<file path="config.mk">
export PLATFORM = sky130hd
export DESIGN_NAME = ls_seq
export DESIGN_NICKNAME = d
export VERILOG_FILES = /design/src/rtl/ls_seq.sv
export SDC_FILE = /design/constraint.sdc
export NUM_CORES = 1
export LEC_CHECK = 0
export BUFFER_PORTS_ARGS = -buffer_cell sky130_fd_sc_hd__buf_2
export CAP_MARGIN = 20
export CELL_PAD_IN_SITES_DETAIL_PLACEMENT = 1
export CELL_PAD_IN_SITES_GLOBAL_PLACEMENT = 2
export CORE_MARGIN = 8
export CORE_UTILIZATION = 31
export DETAILED_ROUTE_END_ITERATION = 16
export HOLD_SLACK_MARGIN = 0.08
export PLACE_DENSITY = 0.88
export SETUP_SLACK_MARGIN = 0.15
export SLEW_MARGIN = 20
export SYNTH_ARGS = -nofsm -noshare
export SYNTH_HDL_FRONTEND = slang
export SYNTH_SLANG_ARGS = --single-unit
</file>
<file path="constraint.sdc">
create_clock -name clock -period 2.3 [get_ports clock]
set_input_delay 0.575 -clock clock [delete_from_list [all_inputs] [get_ports clock]]
set_output_delay 0.575 -clock clock [all_outputs]
set_load 0.01 [all_outputs]
</file>
<file path="src/rtl/ls_seq.sv">
// Load/store sequencer: turns one byte/halfword/word access into memory cycles,
// with read-modify-write for sub-word stores and extension for sub-word loads.
module ls_seq #(
   parameter int unsigned MEM_LAT = 1
) (
   input  logic        clock,
   input  logic        reset,
   input  logic        req,
   input  logic [2:0]  op,
   input  logic [31:0] addr,
   input  logic [31:0] wdata,
   output logic        busy,
   output logic        done,
   output logic        err,
   output logic [31:0] rdata,
   output logic [31:0] mem_addr,
   output logic        mem_wr,
   output logic [31:0] mem_wdata,
   input  logic [31:0] mem_rdata
);

   localparam logic [2:0] OP_LW  = 3'b000;
   localparam logic [2:0] OP_LH  = 3'b001;
   localparam logic [2:0] OP_LB  = 3'b010;
   localparam logic [2:0] OP_LHU = 3'b011;
   localparam logic [2:0] OP_SW  = 3'b100;
   localparam logic [2:0] OP_SH  = 3'b101;
   localparam logic [2:0] OP_SB  = 3'b110;
   localparam logic [2:0] OP_LBU = 3'b111;

   localparam logic [2:0] LAT_M1 = 3'(MEM_LAT - 1);

   typedef enum logic [2:0] {
      S_IDLE  = 3'd0,
      S_READ  = 3'd1,
      S_WAIT  = 3'd2,
      S_WRITE = 3'd3,
      S_DONE  = 3'd4
   } state_t;

   function automatic logic misaligned(input logic [2:0] f_op, input logic [1:0] f_ofs);
      case (f_op)
         OP_LW, OP_SW:          misaligned = (f_ofs != 2'b00);
         OP_LH, OP_LHU, OP_SH:  misaligned = f_ofs[0];
         default:               misaligned = 1'b0;
      endcase
   endfunction

   function automatic logic [31:0] load_ext(input logic [2:0] f_op, input logic [1:0] f_ofs,
                                            input logic [31:0] f_word);
      logic [31:0] lane;
      lane = f_word >> {f_ofs, 3'b000};
      case (f_op)
         OP_LH:   load_ext = {{16{lane[15]}}, lane[15:0]};
         OP_LHU:  load_ext = {16'h0000, lane[15:0]};
         OP_LB:   load_ext = {{24{lane[7]}}, lane[7:0]};
         OP_LBU:  load_ext = {24'h000000, lane[7:0]};
         default: load_ext = f_word;
      endcase
   endfunction

   // Replace the addressed lane of the old word, leaving the other lanes intact.
   function automatic logic [31:0] merge_word(input logic [2:0] f_op, input logic [1:0] f_ofs,
                                              input logic [31:0] f_old, input logic [31:0] f_new);
      logic [31:0] mask;
      logic [31:0] ins;
      case (f_op)
         OP_SB: begin
            mask = 32'h0000_00FF << {f_ofs, 3'b000};
            ins  = {24'h000000, f_new[7:0]} << {f_ofs, 3'b000};
         end
         OP_SH: begin
            mask = 32'h0000_FFFF << {f_ofs, 3'b000};
            ins  = {16'h0000, f_new[15:0]} << {f_ofs, 3'b000};
         end
         default: begin
            mask = 32'h0000_0000;
            ins  = 32'h0000_0000;
         end
      endcase
      merge_word = (f_old & ~mask) | (ins & mask);
   endfunction

   state_t      state_q, state_d;
   logic [2:0]  op_q, op_d;
   logic [1:0]  ofs_q, ofs_d;
   logic [31:0] wdata_q, wdata_d;
   logic [2:0]  cnt_q, cnt_d;
   logic        busy_q, busy_d;
   logic        done_q, done_d;
   logic        err_q, err_d;
   logic [31:0] rdata_q, rdata_d;
   logic [31:0] mem_addr_q, mem_addr_d;
   logic        mem_wr_q, mem_wr_d;
   logic [31:0] mem_wdata_q, mem_wdata_d;

   // Next-state and next-output logic; all outputs are registered from here.
   always_comb begin
      state_d     = state_q;
      op_d        = op_q;
      ofs_d       = ofs_q;
      wdata_d     = wdata_q;
      cnt_d       = cnt_q;
      done_d      = 1'b0;
      err_d       = 1'b0;
      rdata_d     = rdata_q;
      mem_addr_d  = mem_addr_q;
      mem_wr_d    = 1'b0;
      mem_wdata_d = mem_wdata_q;
      case (state_q)
         S_IDLE: begin
            if (req) begin
               op_d    = op;
               ofs_d   = addr[1:0];
               wdata_d = wdata;
               if (misaligned(op, addr[1:0])) begin
                  state_d = S_DONE;
                  done_d  = 1'b1;
                  err_d   = 1'b1;
               end else if (op == OP_SW) begin
                  state_d     = S_WRITE;
                  mem_addr_d  = {addr[31:2], 2'b00};
                  mem_wdata_d = wdata;
                  mem_wr_d    = 1'b1;
               end else begin
                  state_d    = S_READ;
                  mem_addr_d = {addr[31:2], 2'b00};
               end
            end else begin
               state_d = S_IDLE;
            end
         end
         S_READ: begin
            cnt_d   = LAT_M1;
            state_d = S_WAIT;
         end
         S_WAIT: begin
            if (cnt_q == 3'd0) begin
               if ((op_q == OP_SB) || (op_q == OP_SH)) begin
                  mem_wdata_d = merge_word(op_q, ofs_q, mem_rdata, wdata_q);
                  mem_wr_d    = 1'b1;
                  state_d     = S_WRITE;
               end else begin
                  rdata_d = load_ext(op_q, ofs_q, mem_rdata);
                  done_d  = 1'b1;
                  state_d = S_DONE;
               end
            end else begin
               cnt_d = cnt_q - 3'd1;
            end
         end
         S_WRITE: begin
            done_d  = 1'b1;
            state_d = S_DONE;
         end
         S_DONE: begin
            state_d = S_IDLE;
         end
         default: begin
            state_d = S_IDLE;
         end
      endcase
      busy_d = (state_d == S_READ) || (state_d == S_WAIT) || (state_d == S_WRITE);
   end

   // State and output registers.
   always_ff @(posedge clock or negedge reset) begin
      if (!reset) begin
         state_q     <= S_IDLE;
         op_q        <= 3'b000;
         ofs_q       <= 2'b00;
         wdata_q     <= 32'h0000_0000;
         cnt_q       <= 3'd0;
         busy_q      <= 1'b0;
         done_q      <= 1'b0;
         err_q       <= 1'b0;
         rdata_q     <= 32'h0000_0000;
         mem_addr_q  <= 32'h0000_0000;
         mem_wr_q    <= 1'b0;
         mem_wdata_q <= 32'h0000_0000;
      end else begin
         state_q     <= state_d;
         op_q        <= op_d;
         ofs_q       <= ofs_d;
         wdata_q     <= wdata_d;
         cnt_q       <= cnt_d;
         busy_q      <= busy_d;
         done_q      <= done_d;
         err_q       <= err_d;
         rdata_q     <= rdata_d;
         mem_addr_q  <= mem_addr_d;
         mem_wr_q    <= mem_wr_d;
         mem_wdata_q <= mem_wdata_d;
      end
   end

   assign busy      = busy_q;
   assign done      = done_q;
   assign err       = err_q;
   assign rdata     = rdata_q;
   assign mem_addr  = mem_addr_q;
   assign mem_wr    = mem_wr_q;
   assign mem_wdata = mem_wdata_q;

endmodule

</file>
== Yosys cells after proc, flatten, opt, wreduce, memory -nomap -nowiden ==
Cells that the tools add are included.

* Add/sub/neg operators: 1
* Equal/unequal tests: 22
* Shift operators: 5
* Muxes and demuxes: 38
* Bitwise gates (word level): 6
* Reductions and logical operators: 16

{| class="wikitable"
|+ Operators with widths
! operator !! count
|-
| $mux W32 || 11
|-
| $pmux W32 S2 || 3
|-
| $pmux W32 S4 || 1
|-
| $and A32 B32 Y32 || 2
|-
| $not A32 Y32 || 1
|-
| $or A32 B32 Y32 || 1
|-
| $shl A16 B5 Y32 || 1
|-
| $shl A16 B5 Y32 const A || 1
|-
| $shl A8 B5 Y32 || 1
|-
| $shl A8 B5 Y32 const A || 1
|-
| $shr A32 B5 Y16 || 1
|-
| $eq A3 B2 Y1 const B || 7
|-
| $eq A3 B3 Y1 const B || 5
|-
| $mux W3 || 5
|-
| $eq A3 B1 Y1 const B || 4
|-
| $mux W1 || 12
|-
| $ne A2 B2 Y1 const B || 6
|-
| $pmux W3 S4 || 1
|-
| $logic_not A3 Y1 || 3
|-
| $pmux W3 S2 || 1
|-
| $reduce_and A3 Y1 || 2
|-
| $reduce_and A6 Y1 || 1
|-
| $reduce_bool A2 Y1 || 3
|-
| $pmux W1 S2 || 2
|-
| other kinds (8) || 12
|}

* Register bits after elaboration: 125
* Bits of input ports: 102
* Output and inout bits: 100

== Depth between registers and ports, before layout ==
Gate-level depths: netlist (run 1).

* Word-level depth: 11
* Gate-level depth with buffers: 10

== Worst setup path after synthesis (run 1) ==
OpenSTA, ideal clock, no wires.

* Path type: input -> register
* Start point: in mem_rdata[31]
* End point: reg rdata_q[21], in the netlist rdata[21]
* Arrival: 1.847 ns
* Data required time: 2.179 ns
* Path slack: 0.332 ns
* Cell stages on the path: 5
* Path buffers: 1
* Cell sequence: mux4_2 > or3_1 > a31oi_4 > buf_6 > a21oi_1

* Longest elaborated chain between the ends: 2

{| class="wikitable"
|+ RTL lines
! what !! RTL line !! RTL
|-
| from (decl) || 19 || <nowiki>input logic [31:0] mem_rdata</nowiki>
|-
| $shr A32 B5 Y16 || 52 || <nowiki>lane = f_word >> {f_ofs, 3'b000};</nowiki>
|-
| $pmux W32 S4 || 53 || <nowiki>case (f_op)</nowiki>
|-
| to (signal assigned) || 190 || <nowiki>rdata_q <= rdata_d;</nowiki>
|-
| to (decl) || 92 || <nowiki>logic [31:0] rdata_q, rdata_d;</nowiki>
|}

Every way passes these cells.
A chain may end at the register's enable or synchronous reset.

== Final worst setup path (run 1) ==
* Start point: reg op_q[0]
* End point: reg mem_wdata_q[18], in the netlist mem_wdata[18]

* Longest elaborated chain between the ends: 11
* Elaborated cells on any way between the ends: 20
* Those cells by class: 3 x eq/ne; 11 x mux; 4 x bitwise; 2 x reduce/logical

{| class="wikitable"
|+ RTL lines
! what !! RTL line !! RTL
|-
| from (decl) || 85 || <nowiki>logic [2:0] op_q, op_d;</nowiki>
|-
| from (signal assigned) || 183 || <nowiki>op_q <= op_d;</nowiki>
|-
| $eq A3 B3 Y1 || 67, 139 ||
|-
| $pmux W32 S2 || 67 || <nowiki>case (f_op)</nowiki>
|-
| $mux W32 || 139 || <nowiki>if ((op_q == OP_SB) || (op_q == OP_SH)) begin</nowiki>
|-
| $mux W32 || 138 || <nowiki>if (cnt_q == 3'd0) begin</nowiki>
|-
| $mux W32 || 110 || <nowiki>case (state_q)</nowiki>
|-
| $not A32 Y32 || 81 || <nowiki>merge_word = (f_old & ~mask) | (ins & mask);</nowiki>
|-
| $and A32 B32 Y32 || 81 ||
|-
| $or A32 B32 Y32 || 81 ||
|-
| $mux W32 || 139 ||
|-
| $mux W32 || 138 ||
|-
| $pmux W32 S2 || 110 ||
|-
| to (signal assigned) || 193 || <nowiki>mem_wdata_q <= mem_wdata_d;</nowiki>
|-
| to (decl) || 95 || <nowiki>logic [31:0] mem_wdata_q, mem_wdata_d;</nowiki>
|}

Parallel ways exist; a longest one is shown, timed or not. The select of a mux whose other input is x is not followed.

==> summary.md, run 1 <==
| Metric | Value |
|---|---|
| Status | completed |
| DRT iter0 DRCs | 254 |
| Routed wire length | around 23 mm |
| F_max | between 400 and 500 MHz |
| Normalized max-slew margin | about 52% |
| TritonCTS clock tree | built |
| Crit Path Class | flop to flop |
| DR WL/cell | roughly 21 um |
| Synth warn | 0 |
| Vias/cell | just over 5 |
| Die H | around 160 um |
| DRC viols | 0 |
| Main synth FF type | dfrtp_1 |
| Rows | between 50 and 60 |
| Pwr Density | around 1500 nW/um2 |
| Count of unique library cells instantiated by Yosys | 50 |
| Reg2reg end | mem_wdata[18] |
| Post-placement setup slack | about 0.17 ns |
| Post-detail-place hpwl | about 18 mm |
| Routability Congestion | around 0.80 |
| Tcrit/Tclk final | between 80 and 90% |
| Least-Margin Pin Slew | 0.727 ns |
| Max-slew violations | 0 |
| Async set-reset flop share out of synthesis | 100% |
| Root Driver | clkbuf_16 |
| Dpl cell area | 7720 um2 |
| Worst Setup Start Kind | flop |
| Setup bufs post-CTS | 0 |
| Worst hold-check path type | primary input to async pin |
| Post-Syn Area | 6320 um2 |
| Final Hold Viols | 0 |
| Overall Global Routing Usage | a little under a fifth |
| RSZ-0062 raised after global routing | false |
| R2R Setup Slk | slightly below 0.3 ns |
| Core area | 20100 um2 |
| ANT nets after route | 0 |
| Post-Syn Area per Cell | approximately 10 um2 |
| EDFF count, synth | 0 |
| Sequential fraction of the synthesis area | 49.5% |
| Critical path data arrival time | 2.35 ns |
| Final setup vio count | 0 |
| Maximum root-to-sink buffer count | 2 |
| Number of synthesized register bits | 125 |
| IO Pins | about 200 |
| Reg-to-reg startpoint | op_q[0] |
| Reg2Reg Depth | 7 |
| Port bufs | a little under 200 |
| First-pass GRT wire length | roughly 36 mm |
| Worst ir drop on vdd | ~0.66 mV |
| Crit. End Element | flop |
| Initial Util | 31.4% |
| Fin crit period | 2.00 ns |
| Htree depth | 4 |
| Die W | approximately 160 um |
| ANT cells | 0 |
| Worst hold slack | between 0.2 and 0.25 ns |
| First-pass DRT Iterations | 4 |
| Clock latency at the later pin of the worst-skew pair | about 0.43 ns |
| Synth-to-layout area growth | 32.4% |
| Req. time, crit path | about 2.6 ns |
| Number of antenna violations at the first check in global routing | 8 |
| Fin nets | between 900 and 1k |
| Total negative setup slack | 0 ns |
| Final Total Pwr | approximately 0.013 W |
| Via Count | about 5.6k |
| Die ar. | ~25000 um2 |
| Cells after synthesis | 620 |
| Worst Path Max Fanout | 15 |
| Leakage | around 4 nW |
| Vias in the first global route | 6348 |
| Largest net degree at the start of global routing | 126 |
| Non-Filler Cell Area, Final | ~8400 um2 |
| Register clock-pin slew on the reported worst setup and hold paths | roughly 0.060 ns |
| CTS buffer count | 17 |
| Clock Skew | between 0.01 and 0.015 ns |
| Max-Cap Viols | 0 |
| Share of cells above drive strength 1 | between 40% and 50% |
| Clk sink count | about 130 |
| GRT overflow | 0 |
| Final WS setup | ~0.30 ns |
## worst max-delay path by stage
stage / slack, ns / cells past startpoint / to / from
floorplan: 0.33 / 5 / rdata[21] / mem_rdata[31]
global placement: 0.21 / 6 / rdata[30] / mem_rdata[31]
detailed placement: 0.17 / 6 / rdata[31] / mem_rdata[31]
CTS: 0.23 / 8 / rdata[21] / cnt_q[0]
global route: 0.16 / 8 / mem_wdata[1] / cnt_q[0]
finish: 0.30 / 7 / mem_wdata[18] / op_q[0]
## power by group
part           internal [W]  switching, W  total, W
Sequential          0.00330      0.000770   0.00407
Combinational       0.00256       0.00318   0.00574
Clock               0.00177       0.00106   0.00283
Total               0.00763       0.00501    0.0126
## registers in the layout, indices dropped and copies added, names as in the netlist
| signal | count |
|---|---|
| rdata | 32 |
| wdata_q | 16 |
| err | 1 |
| cnt_q | 3 |
| mem_wdata | 32 |
| mem_wr | 1 |
| state_q | 3 |
| done | 1 |
| ofs_q | 2 |
| busy | 1 |
| mem_addr | 30 |
| op_q | 3 |
## layer usage
metal,track usage [%],vias to the layer above,routed length (um),part of all wire [%]
li1,-,2602,-,-
met1,21.5,2792,9480,41
met2,29.2,188,11000,48
met3,7.89,51,2050,8.8
met4,6.84,16,540,2.3
met5,0,-,97,0.42
## kinds of logic after synthesis
kind of cell             share of synthesized area (%)
AO/OA/AOI/OAI                                     16.7
AND/OR/NAND/NOR                                   12.7
other                                           0.0593
flip-flops                                        49.5
XOR/XNOR                                         0.396
multiplexers                                      15.7
buffers and inverters                             4.59
adder cells (fa/ha/maj)                          0.396
## synth_stat cells (4+ instances only)
cell	count	area [um2]
nand2b_1	10	62.6
o22ai_1	7	43.8
a221oi_1	4	35.0
a22o_1	21	184
nand3_1	13	65.1
inv_1	11	41.3
a211oi_1	7	52.6
a21oi_1	60	300
o21ai_0	29	145
o21ai_1	10	50.1
mux2_2	62	698
o211ai_1	14	105
nor2b_1	5	31.3
dfrtp_1	125	3130
mux2i_1	27	270
nor2_1	60	225
nand2_1	74	278
buf_2	18	90.1
buf_6	5	56.3
clkbuf_1	16	60.1
a211o_1	4	35.0
## per-stage QoR
stage	cells	util, %
2_1_floorplan	621	-
3_3_place_gp	1079	38.4
3_5_place_dp	1079	38.4
4_1_cts	1111	41.5
5_1_grt	1111	41.6
6_report	1111	41.6
## cell type report
cell class,count,area (um2)
fillers,2319,11700
flip-flops and latches,125,3130
multi-input cells,439,2910
repair buffers,232,1300
clock buffers,20,457
well taps,270,338
clock inverters,12,161
inverters,13,75.1
## layout by cell type, fill, tap and decap left out, types with 3 or more instances in the layout
master	instances
a211o_1	4
a211oi_1	7
a21oi_1	59
a21oi_2	3
a221oi_1	4
a22o_1	21
buf_12	4
buf_2	198
buf_4	30
bufinv_16	4
clkbuf_16	17
clkinv_4	3
clkinvlp_4	3
dfrtp_1	125
inv_1	11
mux2_2	62
mux2i_1	27
nand2_1	74
nand2b_1	10
nand3_1	13
nor2_1	60
nor2b_1	5
o211ai_1	14
o21ai_0	29
o21ai_1	10
o22ai_1	7
## critical path: stages, from the launching register on
cell      delay, ns
dfrtp_1        0.53
buf_4          0.27
nor2b_1        0.07
a32oi_2        0.25
buf_4          0.26
a221oi_1       0.07
a211o_1        0.30
a21oi_1        0.15
## what timing repair did
item	CTS	global route
gates resized for setup	0	2
hold buffers	0	0
setup endpoints to repair	0	20
Power figures use the tool's default switching activity.
==> run 2, diff against run 1 <==
ABC_AREA = 1   (was default)
CORE_UTILIZATION = 29   (was 31)
==> run 2 against run 1 <==
Compared with the run above:
- total power increased by 0.64%
- synthesized cell count increased by 35%
- clock skew about the same
- wire length increased by 10%
- design area increased by 4.4%
- flip-flop and latch count unchanged
- die area increased by 12%
- clock power increased by 5%
- largest power group unchanged
==> summary.md, run 2 <==
| Metric | Value |
|---|---|
| Vias in the first global route | 6866 |
| DRT iter0 DRCs | between 300 and 400 |
| Rows | 55 |
| Commonest non-fill, non-tap cell in the layout | buf_2 |
| Worst Path Max Fanout | 17 |
| Worst hold-check path type | primary input to flop |
| Leakage | 4.49 nW |
| Post-Syn Area per Cell | about 8 um2 |
| Dpl cell area | between 8000 and 9000 um2 |
| Maximum root-to-sink buffer count | 2 |
| Normalized max-slew margin | approximately three fifths |
| Share of cells above drive strength 1 | between 20% and 30% |
| Synth top cells by count | nand2_1, nor2_1, dfrtp_1 |
| Reg-to-reg startpoint | ofs_q[0] |
| Least-Margin Pin Slew | 0.570 ns |
| Initial Util | between 20% and 30% |
| Total negative setup slack | 0 ns |
| Clk sink count | between 100 and 150 |
| Critical path data arrival time | between 2 and 2.5 ns |
| Count of unique library cells instantiated by Yosys | 31 |
| Req. time, crit path | 2.61 ns |
| Max-Cap Viols | 0 |
| Synth warn | 0 |
| First-pass GRT wire length | ~40 mm |
| Root Driver | clkbuf_16 |
| Async set-reset flop share out of synthesis | 100% |
| Crit. Startpoint | ofs_q[0] |
| Main synth FF type | dfrtp_1 |
| Most frequent cells in the layout | buf_2, nand2_1, nor2_1 |
| Crit. End Element | flop |
| Crit Path Class | flop to flop |
| Worst Setup Start Kind | flop |
| Fin nets | 1144 |
| IO Pins | ~200 |
| Largest net degree at the start of global routing | 58 |
| CTS buffer count | 17 |
| Via Count | about 6.4k |
| Cells after synthesis | ~840 |
| F_max | around 500 MHz |
| Status | completed |
| Register clock-pin slew on the reported worst setup and hold paths | 0.06 ns |
| DR WL/cell | 19.0 um |
| Tcrit/Tclk final | 84.4% |
| Final setup vio count | 0 |
| ANT nets after route | 0 |
| Pwr Density | ~1500 nW/um2 |
| Max-slew violations | 0 |
| EDFF count, synth | 0 |
| Die ar. | approximately 28000 um2 |
| TritonCTS clock tree | built |
| Core area | between 20000 and 25000 um2 |
| Non-Filler Cell Area, Final | about 8700 um2 |
| GRT overflow | 0 |
| Fillcell total | around 2.8k |
| First-pass DRT Iterations | 4 |
| Routed wire length | 25.5 mm |
| Number of synthesized register bits | approximately 130 |
| Port bufs | about 200 |
| Worst ir drop on vdd | roughly 0.53 mV |
| Cell with the most instances after synthesis | nand2_1 |
| Fin crit period | around 1.9 ns |
| Sequential fraction of the synthesis area | between 40 and 50% |
| RSZ-0062 raised after global routing | false |
| Clock Skew | 0.0106 ns |
| Number of antenna violations at the first check in global routing | 4 |
| Htree depth | 4 |
| Die W | 168 um |
| Final Hold Viols | 0 |
| Post-detail-place hpwl | just under 20 mm |
| Most area-hungry cell type in the Yosys netlist | dfrtp_1 |
| Yosys top cell area share | 46.8% |
| Synth-to-layout area growth | 30.7% |
| Clock latency at the later pin of the worst-skew pair | 0.42 ns |
| Overall Global Routing Usage | 18.2% |
| Setup bufs post-CTS | 0 |
| Area contributors post-synth | dfrtp_1, nand2_1, nor2_1 |
| Post-Syn Area | between 6000 and 7000 um2 |
| Die H | approximately 170 um |
| DRC viols | 0 |
| Vias/cell | 4.78 |
| Routability Congestion | approximately 0.85 |
| Hold Path Origin | addr[29] |
-- run 2: cell count changes after synthesis, sizes merged, moves of 10 or more --
| cell | change |
|---|---|
| nand3 | +44 |
| nand2b | -10 |
| nand2 | +122 |
| inv | +55 |
| o211ai | -12 |
| nor2 | +70 |
| o21ai | +49 |
| mux2 | -23 |
| a21boi | +13 |
| mux2i | -27 |
| a22o | -21 |
-- run 2: worst paths after layout --
path | to | slack, ns | cells after the start
max | rdata[30] | 0.36 | 8
min | mem_addr[29] | 0.38 | 2
max reg2reg | rdata[30] | 0.36 | 8
min reg2reg | rdata[14] | 0.48 | 2
max in group asynchronous | mem_wdata[26] | 1.15 | 3
min in group asynchronous | rdata[6] | 0.51 | 2
-- run 2: cell families after synthesis --
logic type,after synthesis,share of synthesized area [%]
adders and majority gates,2,0.374
muxes,39,8.15
other,1,0.0561
and+or+nand+nor,395,24.6
DFF,125,46.8
buffers and inverters,113,7.28
AOI/OAI and AO/OA,162,12.8
-- run 2: routing by layer --
metal	share of wire, %	up-vias	wire length (um)	track usage [%]
li1	-	3120	-	-
met1	44	3098	11300	22.8
met2	50	138	12700	30.4
met3	4.0	40	1010	3.88
met4	2.1	4	533	6.83
met5	0.078	-	20	0
-- run 2: where the power goes --
part | switching, W | internal, W | total [W]
combinational | 0.00350 | 0.00229 | 0.00580
clock | 0.00108 | 0.00188 | 0.00296
sequential | 0.000681 | 0.00329 | 0.00397
total | 0.00526 | 0.00746 | 0.0127
-- run 2: final cells by class --
type	instances	area, um2	share of cell area (%)
clock buffer	20	457	5.23
antenna	2	5.00	0.0573
tap	285	357	4.08
inverter	66	249	2.85
multi-input combinational	600	3070	35.2
clock inverter	12	184	2.11
sequential	125	3130	35.8
timing repair buffer	230	1280	14.7
-- run 2: through the flow --
step | std cells | setup WS (ns) | utilization [%] | total power (W) | hold slack, ns
after detailed placement | 1305 | 0.330 | 35.7 | 0.00983 | 0.406
after global routing | 1340 | 0.170 | 38.6 | 0.0136 | 0.362
after global placement | 1305 | 0.364 | 35.7 | 0.00964 | 0.404
after CTS | 1338 | 0.296 | 38.5 | 0.0129 | 0.362
final | 1340 | 0.359 | 38.6 | 0.0127 | 0.381
after floorplan | 838 | 0.639 | - | 0.00745 | 0.279
-- run 2: what timing repair did --
action / CTS / global route
gates resized for setup: 0 / 1
hold buffers: 1 / 0
hold endpoints to repair: 4 / 0
setup endpoints to repair: 0 / 2
-- run 2: worst max-delay path, stage by stage (launching register included) --
cell and delay, ns:
dfrtp_1 0.60, buf_4 0.29, a21oi_1 0.09, o21ai_0 0.07, nand2_1 0.10, nand2_2 0.20
nand2_2 0.26, nor2_1 0.17, nor2_1 0.05
==> run 3, diff against run 2 <==
CORE_UTILIZATION = 26   (was 29)
PLACE_DENSITY = 0.84   (was 0.88)
clock period = 1.7 ns   (was 2.3 ns; I/O delays follow)
==> run 3 against run 2 <==
Compared with the run above:
- maximum frequency increased by 11%
- largest power group unchanged
- sequential share of layout area decreased by 3.8 points
- first-iteration DRC count increased by 11%
- sequential power increased by 37%
- setup slack got worse by 0.41 ns
- critical path type unchanged
- critical endpoint is now rdata[31]
- design area increased by 12%
- core utilization increased by 0.33 points
- flip-flop and latch count unchanged
- the flow now finishes with violations (negative setup slack)
- count of clock-buffer cells in the layout decreased by 2
- highest routed layer unchanged
- global-route usage decreased by 0.44 points
==> summary.md, run 3 (synthesized netlist as in run 2, its figures left out) <==
| Metric | Value |
|---|---|
| Clock latency at the later pin of the worst-skew pair | roughly 0.44 ns |
| Post-placement setup slack | -0.126 ns |
| First-pass GRT wire length | around 43 mm |
| Clk sink count | about 130 |
| Post-route insts no fill | between 1k and 1.5k |
| Most frequent cells in the layout | buf_2, nand2_1, dfrtp_1 |
| Final WS setup | -0.0503 ns |
| R2R Setup Slk | -0.05 ns |
| Commonest non-fill, non-tap cell in the layout | buf_2 |
| Critical path data arrival time | approximately 2.1 ns |
| Crit. End Element | flop |
| Multi-input logic area | roughly 3300 um2 |
| Routability Congestion | between 0.8 and 0.9 |
| WHS Endpoint | wdata_q[4] |
| Core area | about 25000 um2 |
| Via Count | just under 7k |
| Reg area | 3130 um2 |
| IO Pins | ~200 |
| RSZ-0062 raised after global routing | true |
| Worst ir drop on vdd | about 0.76 mV |
| Register clock-pin slew on the reported worst setup and hold paths | 0.07 ns |
| Share of cells above drive strength 1 | around two fifths |
| TritonCTS clock tree | built |
| DR WL/cell | 19.5 um |
| Rows | 58 |
| Worst Setup Start Kind | flop |
| Final Hold Viols | 0 |
| Status | finished, violations left |
| Worst hold-check path type | primary input to flop |
| Count of placed standard cells including taps | about 1.4k |
| CTS buffer count | 17 |
| Routed wire length | between 20 and 30 mm |
| Failing checks | negative setup slack |
| Reg2reg end | rdata[31] |
| Crit Path Class | flop to flop |
| Final Total Pwr | 0.0191 W |
| Die H | 176 um |
| NetSw | a little over 0.008 W |
| Overall Global Routing Usage | around 18% |
| Hold Path Origin | wdata[4] |
| DRT iter0 DRCs | 430 |
| GRT overflow | 0 |
| Final core occ | roughly 39% |
| Synth-to-layout area growth | 46.6% |
| First-pass DRT Iterations | 5 |
| Post-detail-place hpwl | 20.9 mm |
| Reg2Reg Depth | 11 |
| F_max | ~570 MHz |
| Max-Cap Viols | 0 |
| Vias in the first global route | 7373 |
| Die ar. | roughly 31000 um2 |
| Clock power frac | between 10% and 20% |
| Maximum root-to-sink buffer count | 2 |
| Power Internal | roughly 0.011 W |
| Fin nets | 1210 |
| Initial Util | a little over a quarter |
| Req. time, crit path | around 2.1 ns |
| Pwr Density | 1950 nW/um2 |
| Htree depth | 4 |
| Seq pwr share | between 20% and 30% |
| DRC viols | 0 |
| Fin crit period | 1.75 ns |
| Largest net degree at the start of global routing | 66 |
| Tcrit/Tclk final | 103% |
| ANT nets after route | 0 |
| Comb pwr share | roughly 52% |
| Leakage | 4.96 nW |
| Final setup vio count | 40 |
| Max-slew violations | 0 |
| Number of antenna violations at the first check in global routing | 5 |
| Root Driver | clkbuf_16 |
| Port bufs | 199 |
| Worst Path Max Fanout | 8 |
| Hold Path Stages | 3 |
| Reg-to-reg startpoint | op_q[0] |
| Switching share of power | a little over two fifths |
| Vias/cell | about 4.7 |
| Fillcell total | 3053 |
| Clock Skew | between 0.015 and 0.02 ns |
| Die W | around 180 um |
run 3: cell count changes in the layout (fill, tap and decap cells not counted), moves of 5 or more:
cell     before  now
buf_12        4   11
mux2_4       28   37
buf_6         0   15
nand3_2       1   19
o21ai_1       2   15
nand3_1      56   37
nand2_1     190  173
o21ai_0      86   69
buf_4        27   60
buf_8         0    5
nand2_2       6   19
mux2_2       11    2
nor2_2        1   11
nor2_1      127  114
run 3: cell type report:
| type | instances | share of cell area (%) |
|---|---|---|
| Inverter | 66 | 2.61 |
| Timing Repair inverter | 1 | 0.0894 |
| Antenna cell | 1 | 0.0255 |
| Multi-Input combinational cell | 600 | 34.2 |
| Clock buffer | 18 | 4.48 |
| Clock inverter | 14 | 1.52 |
| Tap cell | 330 | 4.22 |
| Sequential cell | 125 | 32.0 |
| Timing Repair Buffer | 295 | 20.9 |
run 3: how the worst max path moves through the flow:
stage          slack (ns)      from       endpoint  depth (start not counted)
2_1_floorplan        0.14  cnt_q[0]      rdata[25]                          9
3_3_place_gp        -0.05     op[1]   mem_addr[24]                          8
3_5_place_dp        -0.13   op_q[0]  mem_wdata[14]                          9
4_1_cts             -0.06   op_q[0]  mem_wdata[25]                         10
5_1_grt             -0.14   op_q[1]      rdata[31]                         10
6_report            -0.05   op_q[0]      rdata[31]                         11
run 3: metrics by stage:
step	instance area (um2)	setup TNS, ns	hold WS, ns
6_report	9800	-0.897	0.216
5_1_grt	9800	-6.72	0.210
3_3_place_gp	8490	-1.21	0.453
4_1_cts	9490	-1.00	0.198
2_1_floorplan	6690	0	0.129
3_5_place_dp	8490	-3.26	0.453
run 3: critical path: stages, from the launching register on:
cell and delay (ns):
dfrtp_2 0.45, nand2_2 0.08, nand2_2 0.07, nor2_4 0.25
buf_6 0.15, nor3_4 0.03, buf_6 0.15, buf_12 0.14
buf_16 0.13, o21ai_1 0.07, nor2_1 0.07, nor2_1 0.09
run 3: per-layer routing:
metal / vias to the layer above / global-route usage [%] / routed length [um]
li1: 3256 / - / -
met1: 3384 / 21.8 / 12000
met2: 151 / 30.1 / 14200
met3: 31 / 4.61 / 1540
met4: 8 / 5.44 / 413
met5: - / 0 / 46
run 3: what timing repair did:
action / 4_1_cts / 5_1_grt
hold endpoints to repair: 125 / 0
pin swaps: 19 / 5
cloned: 3 / 3
hold buffers: 1 / 0
buffers inserted: 11 / 8
endpoints found under the setup margin: 106 / 115
gates resized for setup: 81 / 52
run 3: power by group through the flow:
stage	logic (W)	registers [W]	clock network [W]
after global routing	0.0108	0.00561	0.00391
after detailed placement	0.00855	0.00537	0
after CTS	0.00934	0.00541	0.00380
after floorplan	0.00433	0.00575	0
after global placement	0.00833	0.00534	0
final	0.00993	0.00543	0.00371
